<file path="src/rtl/command_parser.sv">
// GX command-stream parser: fetches opcodes/operands over the CPRead/CPValid
// byte-window handshake and emits register-write strobes and draw descriptors.
module command_parser #(
  parameter int unsigned RETRY_CYCLES = 2
) (
  input  logic        clk,
  input  logic        resetn,
  output logic        CPRead,
  output logic [2:0]  CPBytes,
  input  logic        CPValid,
  input  logic [31:0] CPData,
  output logic        CPRegWrite,
  output logic [7:0]  CPRegAddr,
  output logic [31:0] CPRegData,
  output logic        XFRegWrite,
  output logic [15:0] XFRegAddr,
  output logic [31:0] XFRegData,
  output logic        BPRegWrite,
  output logic [31:0] BPRegData,
  output logic        DrawStart,
  output logic [2:0]  DrawPrimitive,
  output logic [2:0]  DrawVAT,
  output logic [15:0] DrawCount,
  input  logic        DrawDone,
  output logic        BadOpcode,
  output logic        Busy
);

  localparam logic [2:0] S_OP        = 3'd0;
  localparam logic [2:0] S_CP_ADDR   = 3'd1;
  localparam logic [2:0] S_CP_DATA   = 3'd2;
  localparam logic [2:0] S_XF_HDR    = 3'd3;
  localparam logic [2:0] S_XF_DATA   = 3'd4;
  localparam logic [2:0] S_BP_DATA   = 3'd5;
  localparam logic [2:0] S_DRAW_CNT  = 3'd6;
  localparam logic [2:0] S_DRAW_WAIT = 3'd7;

  // ARM only follows reset so CPRead stays low while resetn is asserted.
  localparam logic [1:0] PH_ARM   = 2'd0;
  localparam logic [1:0] PH_ISSUE = 2'd1;
  localparam logic [1:0] PH_WAIT  = 2'd2;

  logic [2:0]  state_q, state_d, ns;
  logic [1:0]  phase_q, phase_d;
  logic [7:0]  wait_q, wait_d;
  logic        fetch;
  logic        cpread_q, cpread_d;
  logic [2:0]  cpbytes_q, cpbytes_d;
  logic [5:0]  op_q, op_d;
  logic [7:0]  cp_addr_q, cp_addr_d;
  logic [15:0] xf_addr_q, xf_addr_d;
  logic [16:0] xf_rem_q, xf_rem_d;
  logic        cpw_q, cpw_d, xfw_q, xfw_d, bpw_q, bpw_d, bad_q, bad_d;
  logic        ds_q, ds_d, busy_q, busy_d;
  logic [7:0]  cpa_q, cpa_d;
  logic [31:0] cpd_q, cpd_d, xfd_q, xfd_d, bpd_q, bpd_d;
  logic [15:0] xfa_q, xfa_d, dc_q, dc_d;
  logic [2:0]  dp_q, dp_d, dv_q, dv_d;
  logic [31:0] field4;
  logic [15:0] field2;

  assign field4 = {CPData[7:0], CPData[15:8], CPData[23:16], CPData[31:24]};
  assign field2 = {CPData[7:0], CPData[15:8]};

  function automatic logic [2:0] field_bytes(input logic [2:0] s);
    case (s)
      S_OP, S_CP_ADDR: field_bytes = 3'd1;
      S_DRAW_CNT:      field_bytes = 3'd2;
      default:         field_bytes = 3'd4;
    endcase
  endfunction

  always_comb begin
    state_d   = state_q;
    phase_d   = phase_q;
    wait_d    = wait_q;
    cpread_d  = 1'b0;
    cpbytes_d = cpbytes_q;
    op_d      = op_q;
    cp_addr_d = cp_addr_q;
    xf_addr_d = xf_addr_q;
    xf_rem_d  = xf_rem_q;
    cpw_d     = 1'b0;
    xfw_d     = 1'b0;
    bpw_d     = 1'b0;
    bad_d     = 1'b0;
    cpa_d     = cpa_q;
    cpd_d     = cpd_q;
    xfa_d     = xfa_q;
    xfd_d     = xfd_q;
    bpd_d     = bpd_q;
    ds_d      = ds_q;
    dp_d      = dp_q;
    dv_d      = dv_q;
    dc_d      = dc_q;
    fetch     = 1'b0;
    ns        = state_q;
    if (state_q == S_DRAW_WAIT) begin
      if (DrawDone) begin
        ds_d  = 1'b0;
        fetch = 1'b1;
        ns    = S_OP;
      end
    end else begin
      case (phase_q)
        PH_ARM:   fetch = 1'b1;
        PH_ISSUE: begin
          phase_d = PH_WAIT;
          wait_d  = '0;
        end
        default: begin
          if (CPValid) begin
            fetch = 1'b1;
            case (state_q)
              S_OP: begin
                op_d = CPData[5:0];
                if (CPData[7:0] == 8'h00)        ns = S_OP;
                else if (CPData[7:0] == 8'h08)   ns = S_CP_ADDR;
                else if (CPData[7:0] == 8'h10)   ns = S_XF_HDR;
                else if (CPData[7:0] == 8'h61)   ns = S_BP_DATA;
                else if (CPData[7:6] == 2'b10)   ns = S_DRAW_CNT;
                else begin
                  bad_d = 1'b1;
                  ns    = S_OP;
                end
              end
              S_CP_ADDR: begin
                cp_addr_d = CPData[7:0];
                ns        = S_CP_DATA;
              end
              S_CP_DATA: begin
                cpw_d = 1'b1;
                cpa_d = cp_addr_q;
                cpd_d = field4;
                ns    = S_OP;
              end
              S_XF_HDR: begin
                xf_rem_d  = {1'b0, field4[31:16]} + 17'd1;
                xf_addr_d = field4[15:0];
                ns        = S_XF_DATA;
              end
              S_XF_DATA: begin
                xfw_d     = 1'b1;
                xfa_d     = xf_addr_q;
                xfd_d     = field4;
                xf_addr_d = xf_addr_q + 16'd1;
                xf_rem_d  = xf_rem_q - 17'd1;
                ns        = (xf_rem_q == 17'd1) ? S_OP : S_XF_DATA;
              end
              S_BP_DATA: begin
                bpw_d = 1'b1;
                bpd_d = field4;
                ns    = S_OP;
              end
              default: begin
                if (field2 == 16'd0) begin
                  ns = S_OP;
                end else begin
                  fetch   = 1'b0;
                  state_d = S_DRAW_WAIT;
                  ds_d    = 1'b1;
                  dp_d    = op_q[5:3];
                  dv_d    = op_q[2:0];
                  dc_d    = field2;
                end
              end
            endcase
          end else if (wait_q == 8'(RETRY_CYCLES - 1)) begin
            fetch = 1'b1;
          end else begin
            wait_d = wait_q + 8'd1;
          end
        end
      endcase
    end
    // Issue the next request on the same edge as the capture: one field per 2 cycles.
    if (fetch) begin
      state_d   = ns;
      phase_d   = PH_ISSUE;
      cpread_d  = 1'b1;
      cpbytes_d = field_bytes(ns);
    end
    busy_d = (state_d != S_OP);
  end

  always_ff @(posedge clk or negedge resetn) begin
    if (!resetn) begin
      state_q <= S_OP;       phase_q <= PH_ARM;     wait_q <= '0;
      cpread_q <= 1'b0;      cpbytes_q <= '0;       op_q <= '0;
      cp_addr_q <= '0;       xf_addr_q <= '0;       xf_rem_q <= '0;
      cpw_q <= 1'b0;         xfw_q <= 1'b0;         bpw_q <= 1'b0;
      bad_q <= 1'b0;         ds_q <= 1'b0;          busy_q <= 1'b0;
      cpa_q <= '0;           cpd_q <= '0;           xfa_q <= '0;
      xfd_q <= '0;           bpd_q <= '0;           dp_q <= '0;
      dv_q <= '0;            dc_q <= '0;
    end else begin
      state_q <= state_d;    phase_q <= phase_d;    wait_q <= wait_d;
      cpread_q <= cpread_d;  cpbytes_q <= cpbytes_d; op_q <= op_d;
      cp_addr_q <= cp_addr_d; xf_addr_q <= xf_addr_d; xf_rem_q <= xf_rem_d;
      cpw_q <= cpw_d;        xfw_q <= xfw_d;        bpw_q <= bpw_d;
      bad_q <= bad_d;        ds_q <= ds_d;          busy_q <= busy_d;
      cpa_q <= cpa_d;        cpd_q <= cpd_d;        xfa_q <= xfa_d;
      xfd_q <= xfd_d;        bpd_q <= bpd_d;        dp_q <= dp_d;
      dv_q <= dv_d;          dc_q <= dc_d;
    end
  end

  assign CPRead        = cpread_q;
  assign CPBytes       = cpbytes_q;
  assign CPRegWrite    = cpw_q;
  assign CPRegAddr     = cpa_q;
  assign CPRegData     = cpd_q;
  assign XFRegWrite    = xfw_q;
  assign XFRegAddr     = xfa_q;
  assign XFRegData     = xfd_q;
  assign BPRegWrite    = bpw_q;
  assign BPRegData     = bpd_q;
  assign DrawStart     = ds_q;
  assign DrawPrimitive = dp_q;
  assign DrawVAT       = dv_q;
  assign DrawCount     = dc_q;
  assign BadOpcode     = bad_q;
  assign Busy          = busy_q;

endmodule

</file>
<file path="config.mk">
export PLATFORM = sky130hd
export DESIGN_NAME = command_parser
export DESIGN_NICKNAME = d
export VERILOG_FILES = /design/src/rtl/command_parser.sv
export SDC_FILE = /design/constraint.sdc
export NUM_CORES = 1
export LEC_CHECK = 0
export BUFFER_PORTS_ARGS = -buffer_cell sky130_fd_sc_hd__buf_4
export CAP_MARGIN = 20
export CORE_ASPECT_RATIO = 0.9
export CORE_MARGIN = 5
export CORE_UTILIZATION = 25
export DETAILED_ROUTE_END_ITERATION = 8
export HOLD_SLACK_MARGIN = 0.06
export PLACE_DENSITY = 0.43
export SKIP_CTS_REPAIR_TIMING = 1
export SLEW_MARGIN = 20
export SYNTH_ARGS = -nofsm -noshare
export SYNTH_HDL_FRONTEND = slang
export SYNTH_SLANG_ARGS = --single-unit
</file>
<file path="constraint.sdc">
create_clock -name clk -period 2.3 [get_ports clk]
set_input_delay 0.345 -clock clk [delete_from_list [all_inputs] [get_ports clk]]
set_output_delay 0.345 -clock clk [all_outputs]
set_load 0.01 [all_outputs]
</file>
======== Yosys cells after proc, flatten, opt, wreduce, memory -nomap -nowiden ========
Index checks and enable logic that the tools add are counted.
word-level totals
  register bits ........................... 212
  bits of input ports ..................... 36
  output and inout bits ................... 152
  word-level logic and storage cells ...... 139
cells by class
  add/sub/neg operators ................... 4
  equality and inequality tests ........... 22
  muxes and demuxes ....................... 62
  bitwise logic cells ..................... 5
  reductions and logical operators ........ 23
operator list
  kind                     count
  $mux W3                  17
  $mux W1                  34
  $pmux W17 S2             1
  $pmux W16 S2             1
  $reduce_and A4 Y1        7
  $add A16 B1 Y17 const B  1
  $eq A17 B1 Y1 const B    1
  $sub A17 B1 Y17 const B  1
  $add A16 B1 Y16 const B  1
  $logic_not A16 Y1        1
  $mux W8                  2
  $pmux W8 S2              1
  $pmux W3 S5              1
  $eq A3 B3 Y1 const B     4
  $reduce_and A5 Y1        2
  $add A8 B1 Y8 const B    1
  $eq A8 B1 Y1 const B     1
  $eq A8 B4 Y1 const B     1
  $eq A8 B5 Y1 const B     1
  $eq A8 B7 Y1 const B     1
  $logic_not A8 Y1         1
  $ne A2 B1 Y1 const B     4
  $eq A3 B1 Y1 const B     2
  $eq A3 B2 Y1 const B     2
  other kinds (14)         27

======== Longest topological paths before layout ========
  word-level depth ........................ 13
  gate-level depth with buffers ........... 9
  gate-level depth less buffers ........... 8

======== Worst setup path after synthesis ========
OpenSTA, ideal clock, no wires.
  path kind ............................... register -> register
  start point ............................. register wait_q[1]
  end point ............................... register busy_q (netlist: Busy)
  setup time .............................. 0.131 ns
  data arrival time ....................... 1.840 ns
  data required time ...................... 2.169 ns
  path slack .............................. 0.329 ns
  cell stages (with the launch flop) ...... 9
  path buffers ............................ 0
  clock period less this slack ............ 1.971 ns
  path through ............................ dfrtp_1 -> inv_1 -> ha_1 -> nor4b_4 -> a211oi_2 -> nor3_2 -> nand2_2 -> mux2_4 -> or3_1
between the ends
  cells in the longest elaborated chain, start to end .. 7
RTL lines
  item                    line  RTL
  from (decl)             45    logic [7:0] wait_q, wait_d;
  from (signal assigned)  197   state_q <= state_d; phase_q <= phase_d; wait_q <= wait_d;
  $eq A8 B1 Y1            168   end else if (wait_q == 8'(RETRY_CYCLES - 1)) begin
  $mux W1                 168
  $mux W1                 112   if (CPValid) begin
  $pmux W1 S2             105   case (phase_q)
  $mux W1                 98    if (state_q == S_DRAW_WAIT) begin
  $mux W3                 177   if (fetch) begin
  via state_d[2]          43    logic [2:0] state_q, state_d, ns;
  $reduce_bool A3 Y1      183   busy_d = (state_d != S_OP);
  via busy_d              54    logic ds_q, ds_d, busy_q, busy_d;
  to (signal assigned)    192   bad_q <= 1'b0; ds_q <= 1'b0; busy_q <= 1'b0;
  to (signal assigned)    201   bad_q <= bad_d; ds_q <= ds_d; busy_q <= busy_d;
  to (decl)               54
The timed path passes the listed nets, and every way through them passes these cells.
A chain may end at the register's enable or synchronous reset.

======== Final worst setup path ========
Ends and elaborated chain as after synthesis.

==> run_results.csv <==
group,metric,value,unit
worst_setup_path,worst_path_dominant_cell_family,"simple AND/OR/NAND/NOR gates",
die,fp.dieW,214,um
sta,layout_min_cycle_time,2.05,ns
die,die_area,0.0414,mm^2
sta,finalSetupViolations,0,
clock_network,clk_pin_slew,0.06,ns
sta,fin_crit_sh,89.1,%
worst_setup_path,crit_buf_inv,1,
sta,drv_slew,0,
global_routing,antenna_found_initial,1,
synthesis,yosysMostFrequentCell,"dfrtp_1",
routing,drt-wirelength-per-cell,19.1,um
worst_setup_path,critPathLaunchType,"flip-flop",
sta,fmax,488,MHz
power,vdd_drop_max,0.000583,V
power,p_per_area,1130,mW/mm^2
clock_network,cts-root-buf,"clkbuf_16",
worst_hold_path,hp-start,"CPData[31]",
finish,drive_gt1_share,36.9,%
synthesis,synth_top_family_by_area,"simple AND/OR/NAND/NOR gates",
worst_hold_path,hold_class,"in2reg",
global_routing,track_usage,14.2,%
worst_setup_path,path_depth,8,
synthesis,synth_fa_ha_area_share,0.935,%
sta,worst_slew_pin_slew,0.509,ns
clock_network,clock-sinks,212,
place,place_congestion,0.765,
global_routing,grt_first_pass_wirelength,47200,um
worst_hold_path,hold_depth,3,
place,port_buffers,187,
clock_network,cts_tree,"done",
worst_setup_path,worstPathArrival,2.46,ns
synthesis,yosys.area_share.xor_xnor,1.87,%
synthesis,ys_ff_latch,212,
finish,final_nets,1115,
synthesis,avgSynthCellArea,10.9,um^2
die,core.rowCount,67,
clock_network,cts.path.max_buffers,3,
synthesis,synth.area.mux_share,13.1,%
routing,antenna_left,0,
routing,vias,7212,
synthesis,synth_compound_area_share,8.60,%
worst_setup_path,crit_fanout,5,
worst_setup_path,critPathKind,"reg2reg",
synthesis,synthArstFlopShare,100,%
die,core_area,0.0371,mm^2
global_routing,overflow,0,
die,fp.dieH,194,um
global_routing,grt_pass1_vias,7406,
sta,hold_violations,0,
clock_network,clock_latency,0.53,ns
sta,holdWs,0.0818,ns
job,drv_cap,0,
worst_setup_path,worstSetupEndpointType,"flip-flop",
synthesis,synth.distinct_cells,62,
sta,grt_setup_unrepaired,"false",
worst_setup_path,cp_cell_sequence,"inv_1 > ha_1 > nor4b_4 > a211oi_2 > nor3_2 > nand2_2 > mux2_4 > or3_1",
finish,syn2layout_area_growth,33.3,%
worst_setup_path,crit_path_start,"wait_q[1]",
synthesis,synth_edf_count,0,
synthesis,seq_area_frac_synth,56.6,%
synthesis,synth-warning-count,0,
synthesis,syn_inst,860,
routing,first_pass_iters,4,
die,io_pins,188,
worst_setup_path,rr_worst_depth,8,
synthesis,yosysTopAreaCellShare,56.6,%
synthesis,synth-simple-area-share,15.8,%
clock_network,htreeDepth,1,
synthesis,synth_top_cell_by_area,"dfrtp_1",
synthesis,yosys-top-cells-area,"dfrtp_1 (57%), mux2_2 (13%), nand2_1 (7.1%), o21ai_0 (2.6%), a21oi_1 (2.1%)",
sta,fin_tns_setup,0,ns
synthesis,synth_ff_type,"dfrtp_1",
worst_setup_path,critPathMaxStageDelay,0.42,ns
power,cellLeakagePower,0.00614,uW
sta,slew_headroom,66.1,%
routing,viasPerCell,4.59,
routing,finalWirelength,30000,um
synthesis,yosys-top-cells-count,"dfrtp_1 (212), nand2_1 (177), mux2_2 (107)",
synthesis,synth_fp_nets,903,
finish,fill_cells,3758,
place,dp_hpwl,21000,um
synthesis,synth_area,0.00937,mm^2
worst_setup_path,cp.required,2.71,ns
routing,drc_errors,0,
clock_network,cts_buffers,27,
sta,skew,0.0110,ns
outcome,outcome,"finished clean",
worst_setup_path,crit_path_top_delay_cell,"dfrtp_1",
routing,first_iter_violations,430,
global_routing,grt_max_degree,57,
die,start_util,25.2,%
worst_setup_path,r2r-start,"wait_q[1]",
## report_power, final
group / switching [uW] / internal [uW]
registers: 800 / 4820
clock network: 1620 / 2520
logic: 2270 / 2060
total: 4690 / 9400
## per-layer routing
layer / vias up / track usage, % / share of wire [%] / routed length [um]
met5: - / 0 / 0 / 0
met4: 0 / 2.98 / 1.7 / 512
met3: 33 / 4.18 / 7.1 / 2130
met2: 144 / 21.8 / 45 / 13500
met1: 3619 / 20.0 / 46 / 13800
li1: 3416 / - / - / -
## placed cells by master (no fill, tap or decap), types with 3 or more instances in the layout
cell type,synthesis,layout
buf_4,0,224
dfrtp_1,212,212
nand2_1,177,177
mux2_2,107,107
o21ai_0,48,48
a21oi_1,39,39
nor2_1,35,33
clkbuf_16,0,27
nand3_1,24,23
nand4_1,16,16
inv_1,15,15
nor3_1,13,13
o22ai_1,11,11
xnor2_1,11,11
xor2_1,9,9
nand2b_1,8,8
and3_1,7,7
ha_1,7,7
clkbuf_1,27,7
buf_12,0,7
a22oi_1,6,6
clkbuf_8,0,5
or3_1,4,4
a2bb2oi_1,4,4
nor4_1,4,4
a22o_1,4,4
and4_1,3,3
clkinv_2,0,3
## state kept, by name (all words and copies together) (netlist names), 2 cells and up
register       cells
BPRegData         32
CPBytes            3
CPRegAddr          8
CPRegData         32
DrawCount         16
DrawPrimitive      3
DrawVAT            3
XFRegAddr         16
XFRegData         32
cp_addr_q          8
op_q               6
phase_q            2
state_q            3
wait_q             8
xf_addr_q         16
xf_rem_q          17
## through the flow
step                      instances  setup slack [ns]  total power, uW  cell area [um^2]  utilization, %
after global placement         1525             0.102            10100             11600            31.3
after global routing           1571             0.123            15000             12500            33.6
after floorplan                 860             0.329             7730              9370               -
final                          1572             0.251            14100             12500            33.6
after CTS                      1570             0.223            14300             12500            33.6
after detailed placement       1525            0.0582            10100             11600            31.3
## area by class of cell
class	instances	area, um^2	area share (%)
sequential	212	5310	42.5
multi-input combinational	582	3810	30.5
timing repair buffer	233	1850	14.8
clock buffer	39	771	6.17
tap	483	604	4.84
clock inverter	6	83.8	0.671
inverter	16	60.1	0.481
antenna	1	2.50	0.0200
## cells by family after synthesis
logic type,Yosys count
AND/OR/NAND/NOR,312
multiplexers,109
buffers and inverters,66
flip-flops,212
XOR/XNOR,20
AO/OA/AOI/OAI,134
adder cells (fa/ha/maj),7
## path summary, 6_finish.rpt
check	end	slack, ns
max in group asynchronous	BPRegData[27]	1.19
worst max register to register	Busy	0.25
min in group asynchronous	XFRegWrite	0.32
worst max-delay path	Busy	0.25
worst min register to register	CPRegAddr[6]	0.46
worst min-delay path	CPRegData[7]	0.08
## worst reg2reg max path, cell delays in order, from the launching register on
cell	delay, ns
dfrtp_1	0.42
inv_1	0.09
ha_1	0.15
nor4b_4	0.23
a211oi_2	0.14
nor3_2	0.22
nand2_2	0.08
mux2_4	0.30
or3_1	0.31
No activity file was read; power rests on OpenSTA's default activity.
